<file path="config.mk">
export PLATFORM = sky130hd
export DESIGN_NAME = pipe_skid_reg
export DESIGN_NICKNAME = d
export VERILOG_FILES = /design/src/rtl/riscv_pipe_pkg.sv /design/src/rtl/pipe_data_reg.sv /design/src/rtl/pipe_skid_reg.sv
export SDC_FILE = /design/constraint.sdc
export NUM_CORES = 1
export LEC_CHECK = 0
export ABC_AREA = 0
export CORE_MARGIN = 2
export CORE_UTILIZATION = 47
export DETAILED_ROUTE_END_ITERATION = 10
export PLACE_DENSITY = 0.76
export SYNTH_ARGS = -nofsm -noshare
export SYNTH_HDL_FRONTEND = slang
export SYNTH_SLANG_ARGS = --single-unit
</file>
<file path="constraint.sdc">
create_clock -name clk -period 5.4 [get_ports clk]
set_input_delay 1.08 -clock clk [delete_from_list [all_inputs] [get_ports clk]]
set_output_delay 1.08 -clock clk [all_outputs]
set_load 0.01 [all_outputs]
</file>
<file path="src/rtl/riscv_pipe_pkg.sv">
// Shared definitions for the pipeline skid register: state encoding and the
// NOP instruction word driven whenever no entry is held.
package riscv_pipe_pkg;

   typedef enum logic [1:0] {
      EMPTY = 2'b00,
      MAIN  = 2'b01,
      SKID  = 2'b10
   } skid_state_e;

   // ADD x0,x0,x0
   localparam logic [31:0] NOP_INSN = 32'h0000_0033;

   function automatic logic [1:0] state_occupancy(input skid_state_e s);
      logic [1:0] occ;
      occ = 2'd0;
      case (s)
         MAIN:    occ = 2'd1;
         SKID:    occ = 2'd2;
         default: occ = 2'd0;
      endcase
      return occ;
   endfunction

endpackage

</file>
<file path="src/rtl/pipe_data_reg.sv">
// N-bit payload slot with load enable and asynchronous reset to a fixed value.
module pipe_data_reg #(
   parameter int             N         = 32,
   parameter logic [N-1:0]   RST_VALUE = '0
) (
   input  logic         clk,
   input  logic         rst,
   input  logic         ld_i,
   input  logic [N-1:0] d_i,
   output logic [N-1:0] q_o
);

   logic [N-1:0] data_q;

   always_ff @(posedge clk or posedge rst) begin
      if (rst)       data_q <= RST_VALUE;
      else if (ld_i) data_q <= d_i;
   end

   assign q_o = data_q;

endmodule

</file>
<file path="src/rtl/pipe_skid_reg.sv">
// Two-entry skid buffer between pipeline stages. in_ready is a flop so the
// upstream handshake never sees a combinational path from out_ready.
module pipe_skid_reg
   import riscv_pipe_pkg::*;
#(
   parameter int           N         = 32,
   parameter logic [N-1:0] NOP_VALUE = N'(NOP_INSN)
) (
   input  logic         clk,
   input  logic         rst,
   input  logic         flush,
   input  logic         in_valid,
   output logic         in_ready,
   input  logic [N-1:0] in_data,
   output logic         out_valid,
   input  logic         out_ready,
   output logic [N-1:0] out_data,
   output logic [1:0]   occupancy
);

   skid_state_e  state_q, state_d;
   logic         in_ready_q;
   logic         accept, release_w;
   logic         ld_main, ld_skid, main_from_skid;
   logic [N-1:0] main_d, main_q, skid_q;

   assign accept    = in_valid & in_ready_q & ~flush;
   assign release_w = out_valid & out_ready;

   always_comb begin
      state_d        = state_q;
      ld_main        = 1'b0;
      ld_skid        = 1'b0;
      main_from_skid = 1'b0;
      if (flush) begin
         // slots keep their contents; only the state forgets them
         state_d = EMPTY;
      end else begin
         case (state_q)
            EMPTY: begin
               if (accept) begin
                  state_d = MAIN;
                  ld_main = 1'b1;
               end
            end
            MAIN: begin
               if (accept && release_w) begin
                  ld_main = 1'b1;
               end else if (accept) begin
                  state_d = SKID;
                  ld_skid = 1'b1;
               end else if (release_w) begin
                  state_d = EMPTY;
               end
            end
            SKID: begin
               if (release_w) begin
                  state_d        = MAIN;
                  ld_main        = 1'b1;
                  main_from_skid = 1'b1;
               end
            end
            default: state_d = EMPTY;
         endcase
      end
   end

   assign main_d = main_from_skid ? skid_q : in_data;

   always_ff @(posedge clk or posedge rst) begin
      if (rst) begin
         state_q    <= EMPTY;
         in_ready_q <= 1'b1;
      end else begin
         state_q    <= state_d;
         in_ready_q <= (state_d != SKID);
      end
   end

   pipe_data_reg #(.N(N), .RST_VALUE(NOP_VALUE)) u_main (
      .clk  (clk),
      .rst  (rst),
      .ld_i (ld_main),
      .d_i  (main_d),
      .q_o  (main_q)
   );

   pipe_data_reg #(.N(N), .RST_VALUE(NOP_VALUE)) u_skid (
      .clk  (clk),
      .rst  (rst),
      .ld_i (ld_skid),
      .d_i  (in_data),
      .q_o  (skid_q)
   );

   // Mask the main slot so released or flushed data never leaks out.
   assign out_valid = (state_q != EMPTY);
   assign out_data  = out_valid ? main_q : NOP_VALUE;
   assign in_ready  = in_ready_q;
   assign occupancy = state_occupancy(state_q);

endmodule
</file>
# == Yosys cells after proc, flatten, opt, wreduce, memory -nomap -nowiden ==
# Index checks and enable logic that the tools add are counted.
# word_totals
elab_cells,34
regBits,67
# op_classes
n_bitwise,4
reduce_logical,3
eq_ne,3
muxes,20
# ops
op,count
2-to-1 mux 32 bit,2
2-to-1 mux 2 bit,6
2-to-1 mux 1 bit,9
case mux 2 bit (3 select lines),1
case mux 2 bit (2 select lines),1
bitwise AND 1 bit,3
case mux 1 bit (3 select lines),1
== test 2 x 1 -> 1 bit (second input constant),1
== test 2 bit (second input constant),1
zero test 2 bit,1
inequality test 2 bit (second input constant),1
nonzero test 2 bit,1
logical AND 1 bit,1
inverter 1 bit,1

# == Logic depth before layout (Yosys ltp) ==
# depth
depth_word,8
ltp_mapped,6

# == By module ==
# From an unflattened synthesis, not the netlist that was laid out.
# unflattened
cells_unflattened,232
hier_area_um2,3530.9
# modules_own_cells
module,seq_area_each_um2,instances,area_per_inst_um2,cells_per_inst
pipe_data_reg,805.8,2,1353.8,69
pipe_skid_reg,76.3,1,823.3,94

# == Least setup slack after synthesis ==
# Ideal clock, no wire load.
# synth_path
path_type,register to output
from,register state_q[0]
to,output out_data[0]
setup_slack_ns,3.253
t_arrival_ns,1.067
n_path_buf,1
path_stages_with_launch,4
required_time_ns,4.320
cell_sequence,dfrtp_1 nor2_1 clkbuf_1 or2_2
# synth_via
elab_chain_len,2
# synth_rtl
item,line,source
from (decl),pipe_skid_reg.sv:21,"skid_state_e state_q, state_d;"
from (signal assigned),pipe_skid_reg.sv:75,state_q <= state_d;
nonzero test 2 bit,pipe_skid_reg.sv:97,assign out_valid = (state_q != EMPTY);
2-to-1 mux 32 bit,pipe_skid_reg.sv:98,assign out_data = out_valid ? main_q : NOP_VALUE;
to (decl),pipe_skid_reg.sv:17,"output logic [N-1:0] out_data,"
# Every way passes these cells.

# == Worst setup path in the final report ==
# layout_path
from,register state_q[0]
to,output out_data[1]
# Same word-level chain as after synthesis.

==> impl_summary.txt <==
----------------------------------------------------
[Clock tree]
  Total setup buffers inserted after CTS ... 0
  TritonCTS clock tree ... done
  Post-CTS Hold Buffers ... 0
  Total clock sinks ... 67
  Post-cts sizing count ... 0
  CTS Root Buffer Type ... sky130_fd_sc_hd__clkbuf_8
  Maximum count of clock buffers along a single path ... 2
  H-tree depth ... 3
  Clock edge transition at the registers on the reported setup and hold paths ... about 0.060 ns
  Clock insertion delay at the later pin of the skew report ... ~0.33 ns
  Clock buffer count from CTS ... 9

[Global route]
  Global-route wire length before repair ... about 10000 um
  Total grt overflow ... 0
  Initial antenna violation count ... 0
  Total global-route track usage ... between 10% and 20%
  Maximum number of pins on one net before global-route repair ... 65
  Number of global-route vias before repair ... about 2,100

[Detailed routing]
  Average routed wire per standard cell ... 14.0 um
  Total DRC errors in the routed layout ... 0
  DRT iter0 DRCs ... 116
  Average vias per placed instance ... about 5.0
  DRT antenna net count ... 0
  Drt total wl ... a little under 6000 um
  Number of iterations in the first detailed-routing pass ... 4
  Via count ... between 2,000 and 2,500

[Synthesis]
  Leading cell type by number of instances after synthesis ... sky130_fd_sc_hd__dfrtp_1
  FF+latch count, synth ... between 60 and 70
  Post-synth top cells ... sky130_fd_sc_hd__dfrtp_1, sky130_fd_sc_hd__nand2_1, sky130_fd_sc_hd__mux2i_1, sky130_fd_sc_hd__mux2_2, sky130_fd_sc_hd__nor2b_1
  Main combinational cell family by area after synthesis ... multiplexers
  Library cell occupying the most area in the post-synthesis netlist ... sky130_fd_sc_hd__dfrtp_1
  Proportion of synthesized flip-flops having asynchronous set or reset ... 100%
  Prevailing post-synth register cell ... sky130_fd_sc_hd__dfrtp_1
  Count of different cell masters after synthesis ... 22
  Sequential-to-total area share from yosys stat ... between 50% and 60%
  Synthesized-area fraction occupied by adder cells ... 0%
  Number of nets produced by synthesis ... between 200 and 300
  Main area contributors after synthesis ... sky130_fd_sc_hd__dfrtp_1, sky130_fd_sc_hd__mux2_2, sky130_fd_sc_hd__mux2i_1
  Portion of synthesized cell area occupied by the leading cell type ... 47.4%
  Summed instance area of the synthesized netlist ... slightly above 3000 sq um
  Simple-gate portion of the synthesized area ... between 10% and 20%
  Portion of netlist area occupied by mux cells ... between 20% and 30%
  Ys Warns ... 0
  Syn_area_per_cell ... 11.7 sq um
  Fraction of synthesized cell area in xor and xnor cells ... less than 1%
  Synthesized instance count ... about 260
  Post-synth EDFFs ... 0
  Fraction of the mapped netlist area in compound gates ... 6.58%

[STA]
  Number of pins exceeding their max-slew limit in the final report ... 0
  Crit share post-route ... between 60 and 70%
  Setup skew after layout ... 0.00709 ns
  Clock period minus final worst setup slack ... approximately 3.4 ns
  # setup viols final ... 0
  Rel. slew slack ... approximately 58%
  Min Hold Slack ... approximately 0.47 ns
  Slew of the pin with the lowest slew margin ... 0.624 ns
  Maximum achievable frequency ... slightly below 300 MHz
  Total negative setup slack ... 0 ns
  Total count of hold-check failures in the final report ... 0
  Unrepaired setup endpoints after global routing ... false

[Die]
  Floorplan die area ... 7170 sq um
  Standard cell core area ... between 6000 and 7000 sq um
  Number of rows created at floorplan ... 29
  Chip height ... approximately 85 um
  Starting Density ... between 40% and 50%
  # IOs ... 73
  Width of the die ... between 80 and 90 um

[Worst hold path]
  Endpoint with the worst hold slack ... u_main.q_o[12]
  Critical hold path startpoint ... u_main.q_o[12]
  Count of cells along the worst hold path ... 2
  Hold WC Path Type ... reg -> reg

[Placement]
  Placed wire-length estimate ... approximately 4000 um
  Instance area at placement ... roughly 3800 sq um
  Count of buffers from port buffering ... just over 70
  Final estimated routing congestion in global placement ... ~0.8

[Layout]
  Total Nets Final ... 370
  Diode insertion count for antenna repair ... 0
  Share of the core filled with cells in the final layout ... between 60% and 70%
  Design area ... around 4000 sq um
  Synth-to-Final Area Change ... 32.2%
  Share of cells above drive strength 1 ... 19.8%

[Outcome]
  Status ... complete, no violations

[Power]
  Total design power ... 1.39 mW
  Power per standard cell area ... approximately 340 nW/um^2
  VDD IR-drop max ... roughly 260 uV
  Reported leakage power ... about 1.7 nW

[Critical path]
  Critical R2R Launch ... state_q[0]
  Count of cells along the worst register-to-register path ... 5
  Library cell contributing the largest single delay on the critical path ... sky130_fd_sc_hd__nor2_2
  Capturing element type of the critical path ... output port
  Data arrival time at the worst-slack endpoint ... ~2.3 ns
  Worst setup path class ... reg -> out
  Worst setup slack for register-to-register paths ... between 3 and 4 ns
  Cell-by-cell listing of the critical path ... nor2_2 > buf_4 > or2_2 > clkdlybuf4s50_1
  Required time of the worst setup path ... about 4.3 ns
  Endpoint of the lowest-slack register-to-register path ... u_main.q_o[6]
  Element type at the critical path start ... register
  Largest fanout of any net on the critical path ... 17
  Slowest cell delay on critical path ... between 0.5 and 0.6 ns
  Crit-path leading delay family ... buffers and inverters
  Combined buffer and inverter count along the critical path ... 2

[Run]
  Number of max-cap violations ... 0

----------------------------------------------------
## how the worst max path moves through the flow
stage                     startpoint              to  cells past startpoint
final                     state_q[0]     out_data[1]                      4
after CTS                 state_q[0]     out_data[1]                      4
after global routing      state_q[0]     out_data[5]                      4
after detailed placement       flush   u_main.q_o[6]                      6
after global placement         flush  u_main.q_o[10]                      6
after floorplan                  rst      state_q[0]                      1
## cells in the final DEF, fill, tap and decap left out
master	synthesis	routed
sky130_fd_sc_hd__clkbuf_8	0	13
sky130_fd_sc_hd__clkbuf_1	3	2
sky130_fd_sc_hd__and2b_1	1	1
sky130_fd_sc_hd__inv_2	0	1
sky130_fd_sc_hd__buf_4	5	5
sky130_fd_sc_hd__o21ai_1	4	4
sky130_fd_sc_hd__nand2_1	34	34
sky130_fd_sc_hd__o21ai_0	29	29
sky130_fd_sc_hd__nand2b_1	1	1
sky130_fd_sc_hd__or2_2	4	4
sky130_fd_sc_hd__and4bb_2	0	1
sky130_fd_sc_hd__mux2i_1	32	32
sky130_fd_sc_hd__dfstp_2	9	9
sky130_fd_sc_hd__nor2b_1	30	30
sky130_fd_sc_hd__a2bb2oi_1	1	1
sky130_fd_sc_hd__dfrtp_1	58	58
sky130_fd_sc_hd__mux2_2	31	31
sky130_fd_sc_hd__bufinv_16	0	1
sky130_fd_sc_hd__nor2_1	4	3
sky130_fd_sc_hd__a41oi_4	1	1
sky130_fd_sc_hd__xnor2_1	1	1
sky130_fd_sc_hd__mux2_1	1	1
sky130_fd_sc_hd__clkdlybuf4s50_1	0	72
sky130_fd_sc_hd__inv_1	3	2
sky130_fd_sc_hd__nor2_2	0	1
## stage by stage
stage | setup slack (ns) | std cells
after floorplan | 2.65 | 261
after global placement | 2.22 | 399
after detailed placement | 2.12 | 399
after CTS | 1.95 | 415
after global routing | 1.84 | 415
final | 2.02 | 415
## flip-flops by register name (all words and copies together) (netlist names)
name	cells
state_q	2
in_ready	1
u_skid.q_o	32
u_main.q_o	32
## layer usage
metal / track usage (%) / up-vias / part of all wire, % / wire length (um)
met5: 0 / - / 0 / 0
met4: 5.63 / 0 / 0.69 / 40
met3: 5.80 / 2 / 4.7 / 275
met2: 29.3 / 45 / 50 / 2870
met1: 21.9 / 1015 / 45 / 2610
li1: - / 1033 / - / -
## layout make-up
cell class                      count  area [sq um]
Tap cell                           77          96.3
Clock inverter                      1          30.0
Fill cell                         523          2270
Timing Repair Buffer               77           758
Clock buffer                       15           186
Multi-Input combinational cell    175          1270
Inverter                            3          11.3
Sequential cell                    67          1690
## report_power, final
group          internal (mW)  switching, mW
Sequential             0.632         0.0576
Clock                  0.264          0.169
Combinational          0.160          0.103
Total                   1.06          0.330
## worst reg2reg max path, delay by kind of cell, from the launching register on
kind            cells  cell delay (ns)
compound gates      2             0.46
buf+inv             2             0.77
simple gates        1             0.26
flops               1             0.43
## cell families (layout without fill, tap and decap cells)
logic type,after synthesis,count (layout)
AO/OA/AOI/OAI,35,35
XOR/XNOR,1,1
buffers and inverters,19,96
flip-flops,67,67
multiplexers,64,64
AND/OR/NAND/NOR,75,75
Note: power is estimated with default switching activity, not from simulation.
